## config.mk

```make
export PLATFORM = sky130hd
export DESIGN_NAME = icache_refill_flat
export DESIGN_NICKNAME = d
export VERILOG_FILES = /design/src/rtl/icache_refill_if.sv /design/src/rtl/icache_refill.sv /design/src/flat_wrapper.sv
export SDC_FILE = /design/constraint.sdc
export NUM_CORES = 1
export LEC_CHECK = 0
export CAP_MARGIN = 20
export CORE_MARGIN = 4
export CORE_UTILIZATION = 40
export CTS_CLUSTER_SIZE = 8
export DETAILED_ROUTE_END_ITERATION = 8
export HOLD_SLACK_MARGIN = 0.05
export PLACE_DENSITY_LB_ADDON = 0.1
export SYNTH_ARGS = -nofsm -noshare
export SYNTH_HDL_FRONTEND = slang
export SYNTH_SLANG_ARGS = --single-unit
```

## constraint.sdc

```tcl
create_clock -name clk_i -period 2 [get_ports clk_i]
set_input_delay 0.2 -clock clk_i [delete_from_list [all_inputs] [get_ports clk_i]]
set_output_delay 0.2 -clock clk_i [all_outputs]
set_load 0.05 [all_outputs]
```

## src/rtl/icache_refill_if.sv

```systemverilog
// Bundle of the miss/flush request, memory read channel and cache-write/critical-word outputs
// of the instruction-cache refill engine.
interface icache_refill_if #(
  parameter int ILEN       = 32,
  parameter int LINE_WORDS = 4,
  parameter int ADDR_LEN   = 32
);
  localparam int LINE_LEN = ILEN * LINE_WORDS;

  logic                miss_i;
  logic [ADDR_LEN-1:0] miss_addr_i;
  logic                flush_i;
  logic                mem_req_valid_o;
  logic                mem_req_ready_i;
  logic [ADDR_LEN-1:0] mem_req_addr_o;
  logic                mem_resp_valid_i;
  logic [ILEN-1:0]     mem_resp_data_i;
  logic                mem_resp_err_i;
  logic                crit_valid_o;
  logic [ILEN-1:0]     crit_instr_o;
  logic                line_valid_o;
  logic [LINE_LEN-1:0] line_data_o;
  logic [ADDR_LEN-1:0] line_addr_o;
  logic                err_o;
  logic                busy_o;

  // Refill engine side
  modport master (
    input  miss_i, miss_addr_i, flush_i, mem_req_ready_i,
           mem_resp_valid_i, mem_resp_data_i, mem_resp_err_i,
    output mem_req_valid_o, mem_req_addr_o, crit_valid_o, crit_instr_o,
           line_valid_o, line_data_o, line_addr_o, err_o, busy_o
  );

  // Pipeline/memory side
  modport slave (
    output miss_i, miss_addr_i, flush_i, mem_req_ready_i,
           mem_resp_valid_i, mem_resp_data_i, mem_resp_err_i,
    input  mem_req_valid_o, mem_req_addr_o, crit_valid_o, crit_instr_o,
           line_valid_o, line_data_o, line_addr_o, err_o, busy_o
  );
endinterface

```

## src/rtl/icache_refill.sv

```systemverilog
// Instruction-cache line refill: one line read per miss, critical word forwarded as it
// streams past, full line written to the cache unless the refill was flushed or errored.
module icache_refill #(
  parameter int ILEN       = 32,
  parameter int LINE_WORDS = 4,
  parameter int ADDR_LEN   = 32
) (
  input  logic           clk_i,
  input  logic           rst_n_i,
  icache_refill_if.master bus
);
  localparam int OFFSET = $clog2(LINE_WORDS);
  localparam int WB     = $clog2(ILEN / 8);
  localparam int BOFF   = WB + OFFSET;

  typedef enum logic [1:0] {IDLE, REQ, FILL, WRITE} state_t;

  state_t              state_reg;
  logic [OFFSET-1:0]   cnt_reg;
  logic [OFFSET-1:0]   off_reg;
  logic                abort_reg;
  logic                err_reg;
  logic [ADDR_LEN-1:0] base_reg;
  logic                req_valid_reg;
  logic                line_valid_reg;
  logic                err_pulse_reg;
  logic                busy_reg;
  logic [ILEN-1:0]     word_reg [LINE_WORDS];

  logic beat_take;
  logic last_beat;
  logic abort_next;
  logic err_next;

  assign beat_take  = (state_reg == FILL) && bus.mem_resp_valid_i;
  assign last_beat  = &cnt_reg;
  assign abort_next = abort_reg | bus.flush_i;
  assign err_next   = err_reg | bus.mem_resp_err_i;

  always_ff @(posedge clk_i or negedge rst_n_i) begin
    if (!rst_n_i) begin
      state_reg      <= IDLE;
      cnt_reg        <= '0;
      off_reg        <= '0;
      abort_reg      <= 1'b0;
      err_reg        <= 1'b0;
      base_reg       <= '0;
      req_valid_reg  <= 1'b0;
      line_valid_reg <= 1'b0;
      err_pulse_reg  <= 1'b0;
      busy_reg       <= 1'b0;
    end else begin
      line_valid_reg <= 1'b0;
      err_pulse_reg  <= 1'b0;
      case (state_reg)
        IDLE: begin
          if (bus.miss_i && !bus.flush_i) begin
            base_reg      <= {bus.miss_addr_i[ADDR_LEN-1:BOFF], {BOFF{1'b0}}};
            off_reg       <= bus.miss_addr_i[BOFF-1:WB];
            abort_reg     <= 1'b0;
            err_reg       <= 1'b0;
            req_valid_reg <= 1'b1;
            busy_reg      <= 1'b1;
            state_reg     <= REQ;
          end
        end
        REQ: begin
          // An accepted request must be drained even if flushed in the same cycle
          if (bus.mem_req_ready_i) begin
            req_valid_reg <= 1'b0;
            cnt_reg       <= '0;
            abort_reg     <= bus.flush_i;
            state_reg     <= FILL;
          end else if (bus.flush_i) begin
            req_valid_reg <= 1'b0;
            busy_reg      <= 1'b0;
            state_reg     <= IDLE;
          end
        end
        FILL: begin
          if (bus.flush_i) abort_reg <= 1'b1;
          if (bus.mem_resp_valid_i) begin
            cnt_reg <= cnt_reg + 1'b1;
            if (bus.mem_resp_err_i) err_reg <= 1'b1;
            if (last_beat) begin
              line_valid_reg <= !abort_next && !err_next;
              err_pulse_reg  <= !abort_next && err_next;
              state_reg      <= WRITE;
            end
          end
        end
        WRITE: begin
          busy_reg  <= 1'b0;
          state_reg <= IDLE;
        end
        default: state_reg <= IDLE;
      endcase
    end
  end

  always_ff @(posedge clk_i or negedge rst_n_i) begin
    if (!rst_n_i) begin
      for (int i = 0; i < LINE_WORDS; i++) word_reg[i] <= '0;
    end else if (beat_take) begin
      for (int i = 0; i < LINE_WORDS; i++)
        if (cnt_reg == OFFSET'(i)) word_reg[i] <= bus.mem_resp_data_i;
    end
  end

  genvar gi;
  generate
    for (gi = 0; gi < LINE_WORDS; gi++) begin : g_line
      assign bus.line_data_o[ILEN*gi +: ILEN] = word_reg[gi];
    end
  endgenerate

  assign bus.crit_valid_o    = beat_take && (cnt_reg == off_reg) && !abort_reg;
  assign bus.crit_instr_o    = bus.crit_valid_o ? bus.mem_resp_data_i : '0;
  assign bus.mem_req_valid_o = req_valid_reg;
  assign bus.mem_req_addr_o  = base_reg;
  assign bus.line_addr_o     = base_reg;
  assign bus.line_valid_o    = line_valid_reg;
  assign bus.err_o           = err_pulse_reg;
  assign bus.busy_o          = busy_reg;

  // Byte-within-word address bits carry no information for a line fetch
  logic unused_addr_bits;
  assign unused_addr_bits = ^bus.miss_addr_i[WB-1:0];
endmodule

```

## src/flat_wrapper.sv

```systemverilog
// flat-port wrapper written by rule: the top's interface ports become plain ports
module icache_refill_flat 
#(
  parameter int ILEN       = 32,
  parameter int LINE_WORDS = 4,
  parameter int ADDR_LEN   = 32
)
  (clk_i, rst_n_i, bus_miss_i, bus_miss_addr_i, bus_flush_i, bus_mem_req_ready_i, bus_mem_resp_valid_i, bus_mem_resp_data_i, bus_mem_resp_err_i, bus_mem_req_valid_o, bus_mem_req_addr_o, bus_crit_valid_o, bus_crit_instr_o, bus_line_valid_o, bus_line_data_o, bus_line_addr_o, bus_err_o, bus_busy_o);
  icache_refill_if #(.ILEN(ILEN), .LINE_WORDS(LINE_WORDS), .ADDR_LEN(ADDR_LEN)) bus_i ();
  input  logic clk_i;
  input  logic rst_n_i;
  input wire logic [$bits(bus_i.miss_i)-1:0] bus_miss_i;
  input wire logic [$bits(bus_i.miss_addr_i)-1:0] bus_miss_addr_i;
  input wire logic [$bits(bus_i.flush_i)-1:0] bus_flush_i;
  input wire logic [$bits(bus_i.mem_req_ready_i)-1:0] bus_mem_req_ready_i;
  input wire logic [$bits(bus_i.mem_resp_valid_i)-1:0] bus_mem_resp_valid_i;
  input wire logic [$bits(bus_i.mem_resp_data_i)-1:0] bus_mem_resp_data_i;
  input wire logic [$bits(bus_i.mem_resp_err_i)-1:0] bus_mem_resp_err_i;
  output wire logic [$bits(bus_i.mem_req_valid_o)-1:0] bus_mem_req_valid_o;
  output wire logic [$bits(bus_i.mem_req_addr_o)-1:0] bus_mem_req_addr_o;
  output wire logic [$bits(bus_i.crit_valid_o)-1:0] bus_crit_valid_o;
  output wire logic [$bits(bus_i.crit_instr_o)-1:0] bus_crit_instr_o;
  output wire logic [$bits(bus_i.line_valid_o)-1:0] bus_line_valid_o;
  output wire logic [$bits(bus_i.line_data_o)-1:0] bus_line_data_o;
  output wire logic [$bits(bus_i.line_addr_o)-1:0] bus_line_addr_o;
  output wire logic [$bits(bus_i.err_o)-1:0] bus_err_o;
  output wire logic [$bits(bus_i.busy_o)-1:0] bus_busy_o;
  assign bus_i.miss_i = bus_miss_i;
  assign bus_i.miss_addr_i = bus_miss_addr_i;
  assign bus_i.flush_i = bus_flush_i;
  assign bus_i.mem_req_ready_i = bus_mem_req_ready_i;
  assign bus_i.mem_resp_valid_i = bus_mem_resp_valid_i;
  assign bus_i.mem_resp_data_i = bus_mem_resp_data_i;
  assign bus_i.mem_resp_err_i = bus_mem_resp_err_i;
  assign bus_mem_req_valid_o = bus_i.mem_req_valid_o;
  assign bus_mem_req_addr_o = bus_i.mem_req_addr_o;
  assign bus_crit_valid_o = bus_i.crit_valid_o;
  assign bus_crit_instr_o = bus_i.crit_instr_o;
  assign bus_line_valid_o = bus_i.line_valid_o;
  assign bus_line_data_o = bus_i.line_data_o;
  assign bus_line_addr_o = bus_i.line_addr_o;
  assign bus_err_o = bus_i.err_o;
  assign bus_busy_o = bus_i.busy_o;
  icache_refill #(.ILEN(ILEN), .LINE_WORDS(LINE_WORDS), .ADDR_LEN(ADDR_LEN)) u_core (.clk_i(clk_i), .rst_n_i(rst_n_i), .bus(bus_i));
endmodule
```

* Word level (Yosys, flattened, before mapping) *
Cells that the tools add are included.

storage, ports and cells
  flip-flop bits (word level) = 168
  input bits = 71
  output and inout bits = 229
  word-level logic and storage cells = 91

cells by class
  add/sub/neg operators = 1
  equality and inequality tests = 16
  multiplexer cells = 29
  bitwise logic cells = 2
  reductions and logical operators = 29

operators by type and width
  cell                                                                      number
  32-bit 2-to-1 mux                                                         1
  4-bit AND reduction                                                       4
  1-bit 2-to-1 mux                                                          15
  2-bit 2-to-1 mux                                                          7
  2-bit inequality test (second input constant)                             6
  2-bit AND reduction                                                       6
  2-bit equality test (second input constant)                               4
  2-bit case mux with 4 select lines                                        1
  1-bit logical AND                                                         6
  1-bit case mux with 3 select lines                                        2
  3-bit AND reduction                                                       2
  2-bit nonzero test                                                        3
  3-bit nonzero test                                                        2
  2-bit by 1-bit equality test with 1-bit output (second input constant)    2
  1-bit zero test                                                           4
  2-bit zero test                                                           2
  2-bit by 1-bit inequality test with 1-bit output (second input constant)  2
  1-bit case mux with 2 select lines                                        2
  2-bit case mux with 2 select lines                                        1
  3-bit inequality test (second input constant)                             1
  2-bit by 1-bit adder with 2-bit output (second input constant)            1
  2-bit equality test                                                       1
  1-bit OR                                                                  2

* Longest topological paths before layout *
  word-level depth = 6
  depth in mapped cells = 7
  mapped depth without buffers = 6

* Worst setup path after synthesis *
No wires, ideal clock.

  path kind = register to output
  from = register u_core.state_reg[0]
  to = output bus_crit_instr_o[10]
  data arrival time = 1.979 ns
  required time = 1.800 ns
  slack = -0.179 ns
  cell stages (with the launch flop) = 8
  buffers on the path = 2
  cell sequence = dfrtp_1 -> inv_1 -> ha_1 -> buf_2 -> nand3_1 -> nor3_2 -> buf_2 -> and2_1

between the ends
  longest elaborated chain between the ends = 5

RTL lines
  element                          line                  text
  from (decl)                      icache_refill.sv:18   state_t state_reg;
  from (signal assigned)           icache_refill.sv:42   state_reg <= IDLE;
  from (signal assigned)           icache_refill.sv:64   state_reg <= REQ;
  from (signal assigned)           icache_refill.sv:73   state_reg <= FILL;
  2-bit equality test              icache_refill.sv:35   assign beat_take = (state_reg == FILL) && bus.mem_resp_valid_i;
  1-bit logical AND                icache_refill.sv:35
  1-bit logical AND (2 in series)  icache_refill.sv:117  assign bus.crit_valid_o = beat_take && (cnt_reg == off_reg) && !abort_reg;
  via bus_crit_valid_o             flat_wrapper.sv:21    output wire logic [$bits(bus_i.crit_valid_o)-1:0] bus_crit_valid_o;
  32-bit 2-to-1 mux                icache_refill.sv:118  assign bus.crit_instr_o = bus.crit_valid_o ? bus.mem_resp_data_i : '0;
  to (decl)                        flat_wrapper.sv:22    output wire logic [$bits(bus_i.crit_instr_o)-1:0] bus_crit_instr_o;

The timed path passes the listed nets, and every way through them passes these cells.

* Worst setup path in the final report *
  from = register u_core.cnt_reg[0]
  to = output bus_crit_instr_o[24]

between the ends
  longest elaborated chain between the ends = 4

RTL lines
  element                          line                  text
  from (decl)                      icache_refill.sv:19   logic [OFFSET-1:0] cnt_reg;
  from (signal assigned)           icache_refill.sv:83   cnt_reg <= cnt_reg + 1'b1;
  2-bit equality test              icache_refill.sv:117
  1-bit logical AND (2 in series)  icache_refill.sv:117
  32-bit 2-to-1 mux                icache_refill.sv:118

No other way between the ends.

==> run metrics <==
post-route ant nets=0; die area=0.02024 mm2; dpl cell area=0.01056 mm2; post-layout min period=roughly 2200 ps; first-pass GRT wire length=approximately 30 mm; Core Rows=48; die width=142.3 um; Critical Path Most Common Cell=buf_12; hpwl dp=13.68 mm; clock sink count=between 150 and 200; DR DRC count=0; per-cell routed wire length=19.22 um; violated checks=setup timing; IO Count=300; PwrDens=1729 mW/mm2; fraction of layout cells with a size suffix above 1=between 30% and 40%; WHS=235.0 ps; largest net degree at the start of global routing=71; via count=4843; die height=142.3 um; Initial Util=41.25%; Max Fanout on Critical Path=7; most common cell after layout, fill and taps aside=clkdlybuf4s50_1; GRT Overall Usage=19.20%; fillers=1277; crit path launch=u_core.cnt_reg[0]; WP data required=1800 ps; Buf+Inv Stages, Crit Path=3; CP Cell Sequence=xnor2_1 -> nand3_2 -> nor3_4 -> buf_6 -> buf_12 -> and2_4 -> buf_12; Yosys reg bits=168; clk root buf=clkbuf_16; post-layout util=between 60% and 70%; worst setup path class=reg -> out; CTS buffer count=17; final clock skew=10.12 ps; Critical Path End Type=output port; final worst path period share=109.0%; final wirelength=19.31 mm; drt initial violations=approximately 160; Max Freq=458.8 MHz; synthesized instance count=483; Seq/Total Area, Yosys=roughly three fifths; grt ovf=0; Max stage delay on crit path=400 ps; pre-CTS WS=92.40 ps; Least-Margin Pin Slew=roughly 580 ps; Synth Warn #=0; RSZ-0062 raised after global routing=true; Storage cell area=0.004204 mm2; vias in the first global route=5352; Peak VDD IR=0.001417 V; initial antenna violation count=0; leakage=~0.0052 uW; worst hold path class=in -> async; nets@finish=849; Layout area overhead=57.32%; max reg flops=roughly 130; Longest Clk Path Bufs=2; max_slew headroom=61.45%; CTS clk-pin slew, worst paths=70 ps; crit path DAT=approximately 2000 ps; Multi-input gate area=0.002719 mm2; # H-tree levels=4; Slew Limit Fails=0; Worst-Skew Late Latency=420 ps; cell area after layout=0.01134 mm2; max cap viols=0; final setup margin=-179.8 ps; CP Launch Type=flip-flop; cell total after placement=around 960; Yosys cell types=29; core area=about 0.017 mm2; Port Buf Inserts=289; Largest delay share family, worst path=simple AND/OR/NAND/NOR gates; mapped cell area=0.007209 mm2; CTS tree=built; final setup vio count=33; Finished Layout Cells=1005; Antenna Cells=0; via-per-instance ratio=approximately 4.8; Max stage delay cell, worst path=dfrtp_1; commonest non-fill, non-tap cells in the layout=clkdlybuf4s50_1 (255), dfrtp_1 (168), mux2_2 (131); syn avg cell area=14.93 um2; status=complete, but fails checks; DR pass1 iterations=4; Hold Fails Final Rpt=0; RePlAce Congestion=0.7855
[layer usage]
layer  vias up  wire [um]  part of all wire, %  track usage [%]
met5         -          0                    0                0
met4         0        287                  1.5            5.808
li1       2206          -                    -                -
met2       161      10020                   52            33.71
met1      2457       7589                   39            22.33
met3        19       1420                  7.4            6.351
[kinds of logic after synthesis]
family                     after synthesis  synth area share, %
other                                    1              0.05202
xor gates and xnor gates                 2               0.2430
buffers and inverters                   62                6.126
adders and majority gates               11                1.909
muxes                                  163                26.99
DFF                                    168                58.31
and+or+nand+nor                         63                5.033
AOI/OAI and AO/OA                       13                1.336
[metrics by stage]
stage	setup TNS, ps	power, uW
finish	-4996	19610
global route	-7842	20440
CTS	-6939	19820
detailed placement	0	16390
global placement	0	16210
floorplan	0	12890
[timing repair]
action	in CTS	in global routing
endpoints found under the setup margin	33	63
gates cloned	2	1
hold buffers	1	0
resized for setup	28	10
hold endpoints to repair	33	0
pin swaps	2	1
setup buffers	7	1
[Yosys cell counts]
| cell | instances | share of area [%] |
|---|---|---|
| nand3_1 | 9 | 0.62 |
| nand2_1 | 6 | 0.31 |
| nand4_1 | 1 | 0.087 |
| a31oi_1 | 1 | 0.087 |
| mux2_4 | 30 | 6.2 |
| a2bb2oi_1 | 1 | 0.12 |
| o2bb2ai_1 | 1 | 0.12 |
| nor2b_1 | 2 | 0.17 |
| buf_2 | 17 | 1.2 |
| nor3_2 | 1 | 0.14 |
| nor3_1 | 1 | 0.069 |
| buf_4 | 37 | 3.9 |
| nor2_1 | 7 | 0.36 |
| mux2_2 | 131 | 20 |
| a21oi_1 | 6 | 0.42 |
| dfrtp_1 | 168 | 58 |
| nand2b_4 | 1 | 0.19 |
| mux2i_1 | 2 | 0.28 |
| ha_1 | 11 | 1.9 |
| o21ai_0 | 3 | 0.21 |
| or2_4 | 1 | 0.12 |
| xor2_1 | 1 | 0.12 |
| inv_1 | 5 | 0.26 |
| and2_1 | 33 | 2.9 |
| xnor2_1 | 1 | 0.12 |
| nand2b_1 | 1 | 0.087 |
| a2111oi_4 | 1 | 0.38 |
| conb_1 | 1 | 0.052 |
| buf_12 | 3 | 0.83 |
[area by class of cell]
class                           count  share of cell area [%]
Clock buffer                       17                   3.751
Clock inverter                     15                   1.412
Inverter                            5                  0.1655
Multi-Input combinational cell    261                   23.97
Sequential cell                   168                   37.07
Tap cell                          225                   2.482
Timing Repair Buffer              314                   31.15
[where the power goes]
group	internal, uW	total [uW]	switching [uW]
clock	1770	3210	1440
sequential	4610	5350	739
combinational	4050	11000	7000
total	10400	19600	9180
[path summary, 6_finish.rpt]
kind,cells after the start,end,slack [ps]
max reg2reg,6,u_core.bus.busy_o,100
max in group asynchronous,3,u_core.bus.line_data_o[43],1070
min in group clk_i,2,u_core.bus.line_valid_o,390
max,7,bus_crit_instr_o[24],-180
min,2,u_core.bus.line_addr_o[22],240
min reg2reg,1,u_core.bus.line_valid_o,480
Power figures use the tool's default switching activity.
